<file path="src/rtl/fifo4x4_if.sv">
// Handshake bundle between a producer/consumer pair and the 4-entry FIFO.
// The master side drives requests and data; the slave side returns data and status.
interface fifo4x4_if #(
    parameter int WIDTH  = 4,
    parameter int ADDR_W = 2
);
    logic              clr;
    logic              wr_en;
    logic [WIDTH-1:0]  din;
    logic              rd_en;
    logic [WIDTH-1:0]  dout;
    logic              empty;
    logic              full;
    logic [ADDR_W:0]   count;
    logic              overflow;
    logic              underflow;

    modport master (
        output clr, wr_en, din, rd_en,
        input  dout, empty, full, count, overflow, underflow
    );

    modport slave (
        input  clr, wr_en, din, rd_en,
        output dout, empty, full, count, overflow, underflow
    );
endinterface

</file>
<file path="src/rtl/fifo4x4.sv">
// Small synchronous FIFO with registered read data and sticky misuse flags.
// A full FIFO still takes a write when a read is accepted in the same cycle.
module fifo4x4 #(
    parameter int WIDTH  = 4,
    parameter int DEPTH  = 4,
    parameter int ADDR_W = 2
) (
    input  logic       clk,
    input  logic       reset_n,
    fifo4x4_if.slave   bus
);
    localparam logic [ADDR_W:0] FULL_COUNT = (ADDR_W+1)'(DEPTH);

    logic [WIDTH-1:0]  mem [DEPTH];

    logic [ADDR_W-1:0] wr_ptr_q, wr_ptr_d;
    logic [ADDR_W-1:0] rd_ptr_q, rd_ptr_d;
    logic [ADDR_W:0]   count_q, count_d;
    logic [WIDTH-1:0]  dout_q, dout_d;
    logic              overflow_q, overflow_d;
    logic              underflow_q, underflow_d;

    logic empty, full, rd_ok, wr_ok;

    assign empty = (count_q == '0);
    assign full  = (count_q == FULL_COUNT);
    assign rd_ok = bus.rd_en & ~empty;
    // No fall-through: a read on an empty FIFO is refused even if a write lands this cycle.
    assign wr_ok = bus.wr_en & (~full | rd_ok);

    always_comb begin
        wr_ptr_d    = wr_ptr_q;
        rd_ptr_d    = rd_ptr_q;
        count_d     = count_q;
        dout_d      = dout_q;
        overflow_d  = overflow_q;
        underflow_d = underflow_q;
        if (bus.clr) begin
            wr_ptr_d    = '0;
            rd_ptr_d    = '0;
            count_d     = '0;
            dout_d      = '0;
            overflow_d  = 1'b0;
            underflow_d = 1'b0;
        end else begin
            if (wr_ok) begin
                wr_ptr_d = wr_ptr_q + ADDR_W'(1);
            end
            if (rd_ok) begin
                rd_ptr_d = rd_ptr_q + ADDR_W'(1);
                dout_d   = mem[rd_ptr_q];
            end
            case ({wr_ok, rd_ok})
                2'b10:   count_d = count_q + (ADDR_W+1)'(1);
                2'b01:   count_d = count_q - (ADDR_W+1)'(1);
                default: count_d = count_q;
            endcase
            if (bus.wr_en && !wr_ok) begin
                overflow_d = 1'b1;
            end
            if (bus.rd_en && empty) begin
                underflow_d = 1'b1;
            end
        end
    end

    always_ff @(posedge clk or negedge reset_n) begin
        if (!reset_n) begin
            wr_ptr_q    <= '0;
            rd_ptr_q    <= '0;
            count_q     <= '0;
            dout_q      <= '0;
            overflow_q  <= 1'b0;
            underflow_q <= 1'b0;
        end else begin
            wr_ptr_q    <= wr_ptr_d;
            rd_ptr_q    <= rd_ptr_d;
            count_q     <= count_d;
            dout_q      <= dout_d;
            overflow_q  <= overflow_d;
            underflow_q <= underflow_d;
        end
    end

    // Storage is not reset; only the pointers and count define what is valid.
    always_ff @(posedge clk) begin
        if (reset_n && wr_ok && !bus.clr) begin
            mem[wr_ptr_q] <= bus.din;
        end
    end

    assign bus.dout      = dout_q;
    assign bus.empty     = empty;
    assign bus.full      = full;
    assign bus.count     = count_q;
    assign bus.overflow  = overflow_q;
    assign bus.underflow = underflow_q;
endmodule

</file>
<file path="src/flat_wrapper.sv">
// flat-port wrapper written by rule: the top's interface ports become plain ports
module fifo4x4_flat 
#(
    parameter int WIDTH  = 4,
    parameter int DEPTH  = 4,
    parameter int ADDR_W = 2
)
  (clk, reset_n, bus_clr, bus_wr_en, bus_din, bus_rd_en, bus_dout, bus_empty, bus_full, bus_count, bus_overflow, bus_underflow);
  fifo4x4_if #(.WIDTH(WIDTH), .ADDR_W(ADDR_W)) bus_i ();
  input  logic clk;
  input  logic reset_n;
  input wire logic [$bits(bus_i.clr)-1:0] bus_clr;
  input wire logic [$bits(bus_i.wr_en)-1:0] bus_wr_en;
  input wire logic [$bits(bus_i.din)-1:0] bus_din;
  input wire logic [$bits(bus_i.rd_en)-1:0] bus_rd_en;
  output wire logic [$bits(bus_i.dout)-1:0] bus_dout;
  output wire logic [$bits(bus_i.empty)-1:0] bus_empty;
  output wire logic [$bits(bus_i.full)-1:0] bus_full;
  output wire logic [$bits(bus_i.count)-1:0] bus_count;
  output wire logic [$bits(bus_i.overflow)-1:0] bus_overflow;
  output wire logic [$bits(bus_i.underflow)-1:0] bus_underflow;
  assign bus_i.clr = bus_clr;
  assign bus_i.wr_en = bus_wr_en;
  assign bus_i.din = bus_din;
  assign bus_i.rd_en = bus_rd_en;
  assign bus_dout = bus_i.dout;
  assign bus_empty = bus_i.empty;
  assign bus_full = bus_i.full;
  assign bus_count = bus_i.count;
  assign bus_overflow = bus_i.overflow;
  assign bus_underflow = bus_i.underflow;
  fifo4x4 #(.WIDTH(WIDTH), .DEPTH(DEPTH), .ADDR_W(ADDR_W)) u_core (.clk(clk), .reset_n(reset_n), .bus(bus_i));
endmodule
</file>
<file path="config.mk">
export PLATFORM = sky130hd
export DESIGN_NAME = fifo4x4_flat
export DESIGN_NICKNAME = d
export VERILOG_FILES = /design/src/rtl/fifo4x4_if.sv /design/src/rtl/fifo4x4.sv /design/src/flat_wrapper.sv
export SDC_FILE = /design/constraint.sdc
export NUM_CORES = 1
export LEC_CHECK = 0
export CAP_MARGIN = 20
export CORE_MARGIN = 2
export CORE_UTILIZATION = 35
export CTS_BUF_LIST = sky130_fd_sc_hd__clkbuf_16
export CTS_CLUSTER_SIZE = 10
export DETAILED_ROUTE_END_ITERATION = 12
export PLACE_DENSITY_LB_ADDON = 0.05
export RECOVER_POWER = 25
export SETUP_SLACK_MARGIN = 0.4
export SLEW_MARGIN = 20
export SYNTH_ARGS = -nofsm -noshare
export SYNTH_HDL_FRONTEND = slang
export SYNTH_SLANG_ARGS = --single-unit
</file>
<file path="constraint.sdc">
create_clock -name clk -period 4.16 [get_ports clk]
set_input_delay 1.248 -clock clk [delete_from_list [all_inputs] [get_ports clk]]
set_output_delay 1.248 -clock clk [all_outputs]
set_load 0.02 [all_outputs]
</file>
==> impl_metrics.yaml, run 1 <==
setup_path:
  critPathLaunchType: "register"
  rr_startpoint: "u_core.bus.count[0]$_DFFE_PN0P_"
  end_kind: "output port"
  timing.rr.end: "u_core.bus.count[1]$_DFFE_PN0P_"
  cp.arrival_ns: 1.86
  critPathRequiredTime_ns: 2.91
  reg2reg_depth: 5
  critPathKind: "register to output port"
  regToRegSetupSlack_ns: 1.83
  worstPathMaxFanout: 13
clock_network:
  cts_made_buffers: 5
  clkSinkCount: 29
  cts_max_level: 2
  post_cts_buffers: 0
  clk_path_buf_depth: 2
  holdBufCountCts: 0
  tritoncts: "yes"
  clk_latency_ns: 0.27
  cts-resized-gates: 0
  clk_pin_slew_worst_paths_ns: 0.05
  root_buffer: "clkbuf_16"
grt:
  use_met1_pct: 17.7
  grt_first_pass_wirelength_mm: 4.42
  grt_use_met2_pct: 21.6
  grt_use_total_pct: 14.0
  grt_pass1_vias: 888
  grtUsageMet3_pct: 5.00
  globalRouteOverflowTotal: 0
  grt_max_degree: 17
  antenna_found_initial: 0
  top_usage_layer: "met2"
placed_design:
  dpl-instance-area_sq_um: 1630
  pre_cts_slack_ns: 0.871
  io_buffers: 19
  gp_congestion: 0.719
  dp_hpwl_mm: 1.81
status:
  status: "finished, final reports clean"
sta:
  hold_viol_final: 0
  fin_tns_setup_ns: 0
  tightest_slew_ns: 0.760
  setup_violations: 0
  grt_setup_unrepaired: "false"
  skew_ns: 0.00602
  finalCriticalPeriod_ns: 3.11
  max_freq_mhz: 322
  period_share_pct: 74.8
  maxSlewViolCount: 0
  slew_headroom_pct: 49.3
  worst_slack_ns: 1.05
synthesis:
  ys_ff_latch: 29
  synth_top_area_share_pct: 33.9
  async_reset_ff_share_pct: 44.8
  yosysSeqAreaShare_pct: 56.8
  yosys_warnings: 0
  syn_nets: 118
  synth.distinct_cells: 34
  synth-edff-count: 16
  ys.flop_type: "edfxtp_1"
  yosys.area.top_type: "edfxtp_1"
  avgSynthCellArea_sq_um: 13.6
  syn_inst: 104
  ys_top_cells_by_area: "edfxtp_1 34%, dfrtp_1 23%, mux4_2 6.3%"
  syn_area_sq_um: 1420
floorplanning:
  dieArea_sq_um: 4580
  die_x_microns: 67.7
  ios: 20
  initial_core_util_pct: 36.0
  fp-row-count: 23
  fp.dieH_microns: 67.7
  core_area_sq_um: 3940
routing:
  first_pass_iters: 4
  post-route-drc-count: 0
  wl_per_cell_microns: 15.3
  routed_wl_mm: 2.68
  drtIter0Drc: 52
  ant_nets: 0
  viasPerCell: 5.04
  route.vias.total: 882
layout:
  area_growth_pct: 24.6
  layout_common_cells: "17 x clkdlybuf4s50_1, 16 x edfxtp_1, 13 x nor2_1, 13 x dfrtp_1, 6 x mux2i_1"
  antenna_cells: 0
  postLayoutCoreUtil_pct: 44.8
  nets: 138
  final_area_sq_um: 1770
  nFillCells: 370
  drive_above_1_share_pct: 12.8
  final_common_cell: "clkdlybuf4s50_1"
power_and_ir_drop:
  p_per_area_nw_per_um2: 447
  power_leakage_nw: 0.714
  peakVddDrop_mv: 0.216
min_path:
  hold_start: "u_core.bus.underflow$_DFFE_PN0P_"
  worstHoldEndpoint: "u_core.bus.underflow$_DFFE_PN0P_"
  holdPathStages: 2
  hold_class: "register to register"
run:
  drv_cap: 0
cells in the mapped netlist (all sizes together), types with 3 or more instances:
| master | number |
|---|---|
| nor2 | 13 |
| buf | 6 |
| a31oi | 3 |
| ha | 4 |
| nand2b | 3 |
| edfxtp | 16 |
| dfrtp | 13 |
| a21oi | 4 |
| and3 | 5 |
| mux4 | 4 |
| mux2i | 6 |
| inv | 4 |
worst max-delay path, stage by stage (launching register included):
cell and delay [ns]:
dfrtp_1 0.57, nor3b_4 0.36, clkdlybuf4s50_1 0.66
through the flow:
stage               power [mW]  hold WS, ns  cells
finish                   0.791        0.498    175
global route             0.831        0.550    175
CTS                      0.805        0.499    175
global placement         0.463        0.491    167
floorplan                0.421        0.554    104
detailed placement       0.465        0.492    167
routing by layer:
layer,share of wire [%],wire (microns)
met3,5.3,143
met5,0,0
met1,46,1240
met4,1.2,33
met2,47,1270
sequential cells by signal, indices dropped and copies added (netlist names):
register / cells
u_core.bus.dout: 4
u_core.bus.count: 3
u_core.bus.underflow: 1
u_core.wr_ptr_q: 2
u_core.mem: 16
u_core.bus.overflow: 1
u_core.rd_ptr_q: 2
cell families (layout without fill, tap and decap cells):
family	after synthesis	after routing	share of synthesized area [%]
buffers and inverters	11	32	4.32
DFF	29	29	56.8
and+or+nand+nor	29	29	11.4
xor gates and xnor gates	2	2	1.23
muxes	11	11	11.4
adders and majority gates	5	5	4.94
AOI/OAI and AO/OA	17	17	9.97
cell type report:
type                       count  area (sq um)  area share (%)
clock buffer                   5           125            7.08
inverter                       4          15.0           0.849
timing repair buffer          20           194            11.0
sequential                    29           806            45.6
clock inverter                 3          13.8           0.778
multi-input combinational     64           552            31.2
tap                           50          62.6            3.54
where the power goes:
group	internal, mW	switching [mW]	leakage (nW)
logic	0.0598	0.0557	0.319
clock network	0.216	0.118	0.0748
registers	0.318	0.0230	0.320
how the worst max path moves through the flow:
| stage | startpoint | to | slack [ns] | cells past startpoint |
|---|---|---|---|---|
| finish | u_core.bus.count[0]$_DFFE_PN0P_ | bus_full | 1.05 | 2 |
| global route | reset_n | u_core.mem[0][3]$_DFFE_PP_ | 0.91 | 4 |
| CTS | u_core.bus.count[0]$_DFFE_PN0P_ | bus_full | 1.04 | 2 |
| detailed placement | bus_rd_en | u_core.bus.count[1]$_DFFE_PN0P_ | 0.87 | 6 |
| global placement | bus_rd_en | u_core.bus.count[1]$_DFFE_PN0P_ | 0.96 | 6 |
| floorplan | bus_rd_en | u_core.bus.count[1]$_DFFE_PN0P_ | 1.56 | 6 |
No activity file was read; power rests on OpenSTA's default activity.
==> run 2: changes to the inputs <==
==> constraint.sdc (replaced) <==
create_clock -name clk -period 3.05 [get_ports clk]
set_input_delay 0.915 -clock clk [delete_from_list [all_inputs] [get_ports clk]]
set_output_delay 0.915 -clock clk [all_outputs]
set_load 0.02 [all_outputs]
==> impl_metrics.yaml, run 2 (synthesized netlist as in run 1, its figures left out) <==
status:
  status: "finished, final reports clean"
layout:
  antenna_cells: 0
  nFillCells: 338
  area_growth_pct: 27.6
  nets: 142
  layout_common_cells: "16 x edfxtp_1, 15 x clkdlybuf4s50_1, 13 x nor2_1, 11 x dfrtp_1, 6 x mux2i_1"
  multi_input_area_sq_um: 552
  final_common_cell: "edfxtp_1"
  drive_above_1_share_pct: 17.8
  largest-register: "u_core.mem"
  largest_register_ff_count: 16
  regArea_sq_um: 808
clock_network:
  clk_latency_ns: 0.27
  cts_max_level: 2
  cts_made_buffers: 5
  root_buffer: "clkbuf_16"
  holdBufCountCts: 0
  clk_path_buf_depth: 2
  clk_pin_slew_worst_paths_ns: 0.05
  tritoncts: "yes"
  clkSinkCount: 29
setup_path:
  crit_end: "u_core.bus.count[1]$_DFFE_PN0P_"
  rr_startpoint: "u_core.bus.count[2]$_DFFE_PN0P_"
  critPathRequiredTime_ns: 3.19
  crit_path_top_delay_cell: "fa_1"
  reg2reg_depth: 6
  timing.rr.end: "u_core.bus.count[1]$_DFFE_PN0P_"
  cp_num_cells: 6
  cp.arrival_ns: 2.62
  end_kind: "register"
  critPathMaxStageDelay_ns: 0.51
  regToRegSetupSlack_ns: 0.80
  critPathLaunchType: "input pin"
  critPathKind: "input pin to register"
  worstPathMaxFanout: 6
  cp_num_buf_inv: 1
  cp_top_family: "compound AO/OA/AOI/OAI gates"
  crit_chain: "clkdlybuf4s50_1, o31ai_4, nor2_1, fa_1, o22ai_1, a2111oi_1"
  critPathLaunch: "bus_rd_en"
grt:
  grt_use_total_pct: 13.6
  globalRouteOverflowTotal: 0
  antenna_found_initial: 0
  grt_first_pass_wirelength_mm: 4.35
  grt_max_degree: 16
  grt_pass1_vias: 873
placed_design:
  gp_congestion: 0.761
  io_buffers: 19
  dp_hpwl_mm: 1.83
  pre_cts_slack_ns: 0.283
power_and_ir_drop:
  peakVddDrop_mv: 0.404
  power_mw: 1.10
  p_per_area_nw_per_um2: 606
  power_leakage_nw: 0.736
floorplanning:
  fp-row-count: 23
  dieArea_sq_um: 4580
  die_x_microns: 67.7
  fp.dieH_microns: 67.7
  initial_core_util_pct: 36.0
  core_area_sq_um: 3940
  ios: 20
routing:
  wl_per_cell_microns: 14.6
  viasPerCell: 4.97
  route.vias.total: 889
  ant_nets: 0
  first_pass_iters: 4
  routed_wl_mm: 2.62
  drtIter0Drc: 81
  post-route-drc-count: 0
sta:
  finalCriticalPeriod_ns: 2.47
  max_freq_mhz: 404
  tightest_slew_ns: 0.728
  setup_violations: 0
  skew_ns: 0.00279
  slew_headroom_pct: 51.5
  period_share_pct: 81.1
  fin_tns_setup_ns: 0
  hold_viol_final: 0
  worst_slack_ns: 0.576
  maxSlewViolCount: 0
  grt_setup_unrepaired: "false"
min_path:
  hold_class: "register to register"
run:
  drv_cap: 0
run 2: changes by cell type in the layout (fill, tap and decap cells not counted):
cell / delta
buf_4: +4
clkdlybuf4s50_1: -2
clkinv_2: -2
clkinvlp_4: +3
dfrtp_1: -2
dfrtp_2: +2
dlygate4sd2_1: +1
dlymetal6s2s_1: +1
inv_1: -1
run 2: metrics by stage:
| stage | cells | utilization, % | instance area, sq um | hold slack, ns |
|---|---|---|---|---|
| after CTS | 179 | 46.0 | 1810 | 0.496 |
| after floorplan | 104 | - | 1420 | 0.554 |
| after global routing | 179 | 45.9 | 1810 | 0.513 |
| after global placement | 171 | 42.2 | 1660 | 0.481 |
| after detailed placement | 171 | 42.2 | 1660 | 0.485 |
| final | 179 | 45.9 | 1810 | 0.491 |
run 2: timing repair:
item / in CTS / in global routing
setup buffers: 0 / 0
setup endpoints to repair: 2 / 1
gates resized for setup: 3 / 1
run 2: routing by layer:
metal	up-vias	track usage [%]	part of all wire (%)
li1	433	-	-
met3	4	5.00	3.6
met5	-	0	0
met2	15	20.5	47
met4	0	6.12	1.3
met1	437	17.4	48
run 2: cell type report:
cell class | count | area share (%)
flip-flops and latches | 29 | 44.6
inverters | 4 | 0.829
clock buffers | 5 | 6.91
clock inverters | 3 | 1.24
well taps | 50 | 3.46
repair buffers | 24 | 12.4
multi-input cells | 64 | 30.5
run 2: report_power, final:
| part | total (mW) | internal [mW] | switching [mW] |
|---|---|---|---|
| combinational | 0.162 | 0.0835 | 0.0783 |
| sequential | 0.464 | 0.434 | 0.0296 |
| clock | 0.471 | 0.301 | 0.170 |
run 2: worst min-delay path by stage:
stage | cells past startpoint | end | start
2_1_floorplan | 2 | u_core.wr_ptr_q[1]$_DFFE_PN0P_ | u_core.wr_ptr_q[1]$_DFFE_PN0P_
3_3_place_gp | 2 | u_core.bus.overflow$_DFFE_PN0P_ | u_core.bus.overflow$_DFFE_PN0P_
3_5_place_dp | 2 | u_core.bus.underflow$_DFFE_PN0P_ | u_core.bus.underflow$_DFFE_PN0P_
4_1_cts | 2 | u_core.bus.overflow$_DFFE_PN0P_ | u_core.bus.overflow$_DFFE_PN0P_
5_1_grt | 2 | u_core.bus.underflow$_DFFE_PN0P_ | u_core.bus.underflow$_DFFE_PN0P_
6_report | 2 | u_core.bus.underflow$_DFFE_PN0P_ | u_core.bus.underflow$_DFFE_PN0P_
run 2: worst min-delay path, stage by stage (launching register included):
cell,delay [ns]
dfrtp_1,0.34
a21oi_1,0.04
nor2_1,0.07
